--- config.mk ---
export PLATFORM = sky130hd
export DESIGN_NAME = rdback_serializer
export DESIGN_NICKNAME = d
export VERILOG_FILES = /design/src/rtl/rdback_serializer.sv
export SDC_FILE = /design/constraint.sdc
export NUM_CORES = 1
export LEC_CHECK = 0
export BUFFER_PORTS_ARGS = -buffer_cell sky130_fd_sc_hd__buf_2
export CORE_AREA = 10 10 226 228
export CTS_BUF_LIST = sky130_fd_sc_hd__clkbuf_16
export CTS_CLUSTER_SIZE = 12
export DETAILED_ROUTE_END_ITERATION = 12
export DIE_AREA = 0 0 236 238
export GPL_TIMING_DRIVEN = 0
export PLACE_DENSITY = 0.77
export RECOVER_POWER = 25
export SYNTH_ARGS = -nofsm -noshare
export SYNTH_HDL_FRONTEND = slang
export SYNTH_SLANG_ARGS = --single-unit
--- constraint.sdc ---
create_clock -name clk -period 33.1 [get_ports clk]
set_clock_uncertainty 0.05 [all_clocks]
set_input_delay 6.62 -clock clk [delete_from_list [all_inputs] [get_ports clk]]
set_output_delay 6.62 -clock clk [all_outputs]
set_load 0.05 [all_outputs]
--- src/rtl/rdback_serializer.sv ---
// Readback serializer: pulls IN_WIDTH words from a readback FIFO and streams
// them to the host as NBEATS valid/ready beats of OUT_WIDTH bits, LSB slice first.
module rdback_serializer #(
  parameter int IN_WIDTH  = 512,
  parameter int OUT_WIDTH = 64
) (
  input  logic                 clk,
  input  logic                 rst,
  input  logic                 rdback_fifo_empty,
  output logic                 rdback_fifo_rden,
  input  logic [IN_WIDTH-1:0]  rdback_data,
  output logic                 tx_valid,
  input  logic                 tx_ready,
  output logic [OUT_WIDTH-1:0] tx_data,
  output logic                 tx_last,
  input  logic                 cnt_clear,
  output logic [15:0]          words_sent
);

  localparam int NBEATS = IN_WIDTH / OUT_WIDTH;
  localparam int IDX_W  = (NBEATS > 1) ? $clog2(NBEATS) : 1;
  localparam logic [IDX_W-1:0] LAST_IDX = IDX_W'(NBEATS - 1);

  typedef enum logic [1:0] {
    IDLE   = 2'd0,
    LOAD   = 2'd1,
    STREAM = 2'd2
  } state_t;

  state_t               state, state_nxt;
  logic [IDX_W-1:0]     idx, idx_nxt;
  logic [IN_WIDTH-1:0]  holding;
  logic                 load_en;
  logic                 rden_c;
  logic                 last_beat;
  logic                 xfer;

  assign tx_valid  = (state == STREAM);
  assign last_beat = (idx == LAST_IDX);
  assign tx_last   = tx_valid & last_beat;
  assign xfer      = tx_valid & tx_ready;
  assign tx_data   = holding[idx*OUT_WIDTH +: OUT_WIDTH];

  // The read strobe is combinational, so gate it with reset to keep the FIFO
  // untouched while rst is held even though state already reads IDLE.
  assign rdback_fifo_rden = rden_c & ~rst;

  always_comb begin
    state_nxt = state;
    idx_nxt   = idx;
    rden_c    = 1'b0;
    load_en   = 1'b0;
    unique case (state)
      IDLE: begin
        if (!rdback_fifo_empty) begin
          rden_c    = 1'b1;
          state_nxt = LOAD;
        end
      end
      LOAD: begin
        load_en   = 1'b1;
        idx_nxt   = '0;
        state_nxt = STREAM;
      end
      STREAM: begin
        if (xfer) begin
          if (!last_beat) begin
            idx_nxt = idx + IDX_W'(1);
          end else if (!rdback_fifo_empty) begin
            rden_c    = 1'b1;
            state_nxt = LOAD;
          end else begin
            state_nxt = IDLE;
          end
        end
      end
      default: state_nxt = IDLE;
    endcase
  end

  always_ff @(posedge clk or posedge rst) begin
    if (rst) begin
      state <= IDLE;
      idx   <= '0;
    end else begin
      state <= state_nxt;
      idx   <= idx_nxt;
    end
  end

  always_ff @(posedge clk or posedge rst) begin
    if (rst) begin
      holding <= '0;
    end else if (load_en) begin
      holding <= rdback_data;
    end
  end

  // Updated every cycle; clear wins over the completion of a word.
  always_ff @(posedge clk or posedge rst) begin
    if (rst) begin
      words_sent <= '0;
    end else begin
      words_sent <= cnt_clear ? 16'h0000 : words_sent + {15'd0, xfer & last_beat};
    end
  end

endmodule

======== Word-level counts from Yosys, hierarchy flattened ========
Index checks and enable logic that the tools add are counted.
storage, ports and cells
  register bits ........................... 533
  output and inout port bits .............. 83
  logic and storage cells ................. 37
operators by class
  add/subtract/negate cells ............... 2
  eq/ne operators ......................... 7
  shift-type cells ........................ 1
  muxes and demuxes ....................... 14
  bitwise operators ....................... 5
  reductions and logical operators ........ 4
operators by type and width
  cell                   number
  $shiftx A512 B10 Y64   1
  $add A16 B1 Y16        1
  $mux W16               1
  $mux W2                3
  $mux W3                2
  $pmux W2 S3            1
  $pmux W3 S2            1
  $reduce_and A3 Y1      2
  $mux W1                5
  $and A1 B1 Y1          4
  $ne A2 B1 Y1 const B   2
  $ne A2 B2 Y1 const B   2
  $add A3 B1 Y3 const B  1
  $eq A3 B3 Y1 const B   1
  $eq A2 B1 Y1 const B   1
  $eq A2 B2 Y1 const B   1
  $logic_not A2 Y1       1
  $pmux W1 S2            1
  $reduce_bool A2 Y1     1
  $not A1 Y1             1

======== Logic depth before layout (Yosys ltp) ========
Gate-level depths: netlist of run 1.
  depth after elaboration ................. 5
  gate-level depth with buffers ........... 9

======== Least setup slack after synthesis of run 1 ========
OpenSTA, ideal clock, no wires.
  path type ............................... input -> output
  from .................................... in rst
  to ...................................... out rdback_fifo_rden
  data arrival time ....................... 18889 ps
  required time ........................... 26430 ps
  slack ................................... 7541 ps
  cell stages on the path ................. 2
  buffers on the path ..................... 0
  cells stage by stage .................... inv_1 > and2_1
between the ends
  word-level cells in the longest chain between the ends .. 2
ends and longest elaborated chain
  element          RTL line  source
  start, declared  8         input logic rst,
  $not A1 Y1       46        assign rdback_fifo_rden = rden_c & ~rst;
  $and A1 B1 Y1    46
  end, declared    10        output logic rdback_fifo_rden,
No other way between the ends.

======== Worst setup path after layout of run 1 ========
Same ends and word-level chain as after synthesis.

==> run metrics, run 1 <==
Worst Path Arrival=8890 ps; cts hold-fix bufs=0; Slew Limit Fails=0; die height=238 um; Hold Path Origin=holding[426]; clock tree buffer depth=3; Synth Flop Type=dfrtp_1; chip width=236 um; CTS Buf Count=55; Resize count post-CTS=0; final wirelength=75000 um; DRT Pass-1 Iters=5; CP startpoint=rst; FF-to-FF Start=idx[1]; Hold Vio Cnt, Final=0; I/O Buffers=599; die area=56200 um2; H-tree Lvls=2; Crit Path Category=in -> out; DR WL/cell=27.3 um; Syn-to-layout area delta=23.3%; Initial DRC Count=932; GRT Residual Overflow=0; crit end category=output port; worst path bufs/invs=5; Vias/cell=5.68; worst vdd ir=0.0862 mV; leakage=13.0 nW; Ports=600; Sink Count=533; fraction of registers with async set/reset=1.00; design area=29300 um2; most common cell in the netlist=dfrtp_1; class of the worst hold path=reg -> reg; Vias=15600; final non-filler cell total=2751; pwr dens=106 nW/um2; area leader, netlist=dfrtp_1; Synth Instances=1419; CP peak stage delay=510 ps; Top delay family on crit path=buffers and inverters; register area share after synthesis=0.562; CP Launch Type=input port; Starting Density=0.512; Fmax achieved=64.3 MHz; setup TNS=0 ps; EDFF count, synth=0; Skew-Pair Late Insertion Delay=600 ps; crit share post-route=0.470; clock root buffer=clkbuf_16; worst-margin pin slew=1070 ps; GP Congestion=0.889; setup ws final=17540 ps; RSZ-0062 raised after global routing=false; CP Data Required Time=26430 ps; synth cell count leaders=533 x dfrtp_1, 512 x mux2_1, 128 x mux4_2, 66 x buf_2, 64 x mux2_2; max-cap violation count=0; initial antenna violation count=49; row cnt=79; Routed Antenna Nets=0; warnings from Yosys=0; placed cell count=2629; share of the synthesized area in the top cell type=0.562; fin crit period=15560 ps; Avg Inst Size Synth=16.7 um2; share of layout cells above drive strength 1=0.436; DRC=0; final setup vio count=0; syn nets=1940; post-synth cell types=28; CTS tree=done; Total GRT Usage=0.262; top cells by area, synth=dfrtp_1 56%, mux2_1 24%, mux4_2 12%, mux2_2 3.0%, buf_2 1.4%; number of synthesized register bits=533; largest net degree at the start of global routing=133; vias in the first global route=17700; first-pass GRT wire length=111000 um; Final nets=2600; Core ar.=46400 um2; dpl hpwl=57100 um; clk slew on worst S/H paths=60 ps; crit path cell chain=buf_2 > inv_8 > buf_16 > buf_16 > and2_1 > buf_2; Max FO, Critical Path=127; total power=3.10 mW; highest-delay cell along the critical path=buf_16; outcome=finished, final reports clean; DP Area=27600 um2; Post-Place Worst Slack=17480 ps; synthesized area=23700 um2; Worst slew margin=0.285; Post-CTS Repair Setup Buffers=0
per-stage QoR:
step                      hold slack [ps]   util
after floorplan                       409      -
after detailed placement              425  0.596
after global routing                  447  0.631
after CTS                             438  0.630
final                                 435  0.631
after global placement                418  0.593
report_power, final:
group / internal, mW / switching (mW) / leakage, nW
clock network: 0.314 / 0.249 / 0.828
registers: 0.980 / 0.170 / 6.25
logic: 0.611 / 0.772 / 5.95
placed cells by master (no fill, tap or decap), types with 2 or more instances in the layout:
cell type,n
buf_2,652
dfrtp_1,533
mux2_1,512
mux4_2,128
mux2_2,64
clkbuf_16,57
clkbuf_1,31
diode_2,30
clkinv_1,16
nand2_1,15
inv_1,14
nor2_1,13
buf_6,10
xor2_1,10
nand4_1,6
buf_1,4
nand3_1,4
a21oi_1,4
o21ai_1,4
ha_1,4
buf_16,4
nor2b_1,3
and4_1,3
and3_1,3
and2_1,3
a22o_1,3
or3_1,2
xnor2_1,2
clkinv_2,2
routing by layer:
| layer | global-route usage | vias to the layer above | wire [um] |
|---|---|---|---|
| li1 | - | 6631 | - |
| met1 | 0.305 | 8208 | 28300 |
| met2 | 0.453 | 582 | 38300 |
| met3 | 0.0710 | 161 | 5560 |
| met4 | 0.103 | 40 | 2670 |
| met5 | 0 | - | 234 |
flip-flops by register name, summed over array words and instances (netlist names):
signal and count:
holding 512, idx 3, state 2, words_sent 16
final cells by class:
type / count / area, um2
sequential: 533 / 13300
buffer: 98 / 526
timing repair buffer: 603 / 3090
tap: 607 / 759
fill: 3392 / 17100
clock buffer: 57 / 1430
multi-input combinational: 787 / 9880
antenna: 30 / 75.1
inverter: 1 / 11.3
clock inverter: 35 / 169
final timing paths:
kind	slack [ps]	to	cells after the start
max	17540	rdback_fifo_rden	6
min in group asynchronous	6090	holding[417]	2
min reg2reg	440	holding[426]	1
min	440	holding[426]	1
max in group asynchronous	25350	holding[123]	4
max reg2reg	30170	words_sent[14]	9
kinds of logic after synthesis:
logic type | Yosys count | synth area share
flops | 533 | 0.562
compound gates | 13 | 0.00343
fa+ha+maj | 4 | 0.00211
simple gates | 54 | 0.0114
mux | 704 | 0.395
buf+inv | 99 | 0.0223
xor+xnor | 12 | 0.00443
No activity file was read; power rests on OpenSTA's default activity.
==> inputs of run 2 (changes only) <==
CORE_AREA = unset   (was 10 10 226 228)
CORE_ASPECT_RATIO = 0.75   (was unset)
CORE_MARGIN = 10   (was unset)
CORE_UTILIZATION = 48   (was unset)
DIE_AREA = unset   (was 0 0 236 238)
PLACE_DENSITY = 0.76   (was 0.77)
clock period = 14.1 ns   (was 33.1 ns; I/O delays follow)
==> run metrics, run 2 (synthesis results as in run 1) <==
outcome=finished, final reports clean; Crit Path Category=in -> out; largest registers=holding: 512 flops, words_sent: 16 flops, idx: 3 flops; setup TNS=0 ps; Vias/cell=5.64; Hold Vio Cnt, Final=0; Skew-Pair Late Insertion Delay=590 ps; row cnt=70; R2R depth=9; largest net degree at the start of global routing=45; die height=213 um; Final nets=2607; leading cell type in the layout, fill and taps excluded=buf_2; chip width=277 um; crit path cell chain=buf_2 > clkinvlp_4 > buf_12 > buf_12 > and2_1 > buf_2; Worst Path Arrival=4810 ps; CTS tree=done; RSZ-0062 raised after global routing=false; cts hold-fix bufs=0; Resize count post-CTS=0; initial antenna violation count=41; CP peak stage delay=700 ps; hold slack=437 ps; fin util=0.602; leakage=13.1 nW; vias in the first global route=17700; worst-margin pin slew=1060 ps; CP Launch Type=input port; most frequent cells in the layout=655 x buf_2, 533 x dfrtp_1, 512 x mux2_1; crit end category=output port; CTS Buf Count=53; Most flops, register=holding; fill cell count=3753; clock tree buffer depth=3; Post-Place Worst Slack=6370 ps; setup ws final=6420 ps; Fmax achieved=130 MHz; I/O Buffers=599; CP startpoint=rst; DR WL/cell=26.8 um; crit share post-route=0.545; Worst slew margin=0.294; die area=58900 um2; Vias=15800; max-cap violation count=0; final setup vio count=0; RR Endpoint=words_sent[14]; Total GRT Usage=0.250; worst setup path endpoint=rdback_fifo_rden; CP Data Required Time=11230 ps; Sink Count=533; Reg2Reg Setup Slack=11350 ps; final wirelength=74900 um; class of the worst hold path=reg -> reg; GP Congestion=0.867; dpl hpwl=57800 um; clk slew on worst S/H paths=60 ps; pwr dens=247 nW/um2; DRC=0; Syn-to-layout area delta=23.9%; Initial DRC Count=983; Ports=600; Routed Antenna Nets=0; FF-to-FF Start=idx[1]; Starting Density=0.486; GRT Residual Overflow=0; DRT Pass-1 Iters=4; Slew Limit Fails=0; Core ar.=48900 um2; H-tree Lvls=2; worst vdd ir=0.209 mV; Max FO, Critical Path=41; share of layout cells above drive strength 1=0.441; clock root buffer=clkbuf_16; max FFs per register=512; first-pass GRT wire length=111000 um; fin crit period=7680 ps; Post-CTS Repair Setup Buffers=0; highest-delay cell along the critical path=clkinvlp_4
run 2: changes by cell type in the layout (fill, tap and decap cells not counted), sizes merged:
cell	delta
diode	+4
buf	+12
inv	+5
clkbuf	-5
clkinvlp	+2
clkinv	-15
run 2: worst min-delay path by stage:
stage	depth (start not counted)	to	startpoint
2_1_floorplan	1	holding[128]	holding[128]
4_1_cts	1	holding[211]	holding[211]
3_3_place_gp	1	holding[471]	holding[471]
6_report	1	holding[453]	holding[453]
5_1_grt	1	holding[210]	holding[210]
3_5_place_dp	1	holding[387]	holding[387]
run 2: metrics by stage:
stage	std cells	power [mW]	area (um2)
5_1_grt	2782	7.63	29400
6_report	2795	7.26	29400
2_1_floorplan	1419	5.08	23700
3_5_place_dp	2679	6.01	27800
4_1_cts	2761	7.32	29300
3_3_place_gp	2666	5.88	27600
run 2: report_power, final:
part,switching (mW),internal [mW],leakage (nW),total (mW)
clock,0.583,0.711,0.809,1.29
combinational,1.83,1.44,6.02,3.27
sequential,0.399,2.30,6.25,2.70
run 2: layer usage:
metal  wire [um]  track usage
met1       29100        0.307
met2       37500        0.419
met4        2060       0.0838
met3        6100       0.0742
met5         138            0
run 2: cell type report:
cell class                      count  area, um2  area share
Timing Repair Buffer              612       3250       0.110
Multi-Input combinational cell    787       9880       0.336
Antenna cell                       34       85.1     0.00289
Buffer                             98        526      0.0179
Clock buffer                       55       1380      0.0468
Inverter                            1       7.51    0.000255
Tap cell                          648        811      0.0276
Sequential cell                   533      13300       0.454
Clock inverter                     27        143     0.00485
run 2: critical path: cells and delay by family:
| kind | cells | cell delay, ps |
|---|---|---|
| buffers and inverters | 5 | 1730 |
| and+or+nand+nor | 1 | 190 |
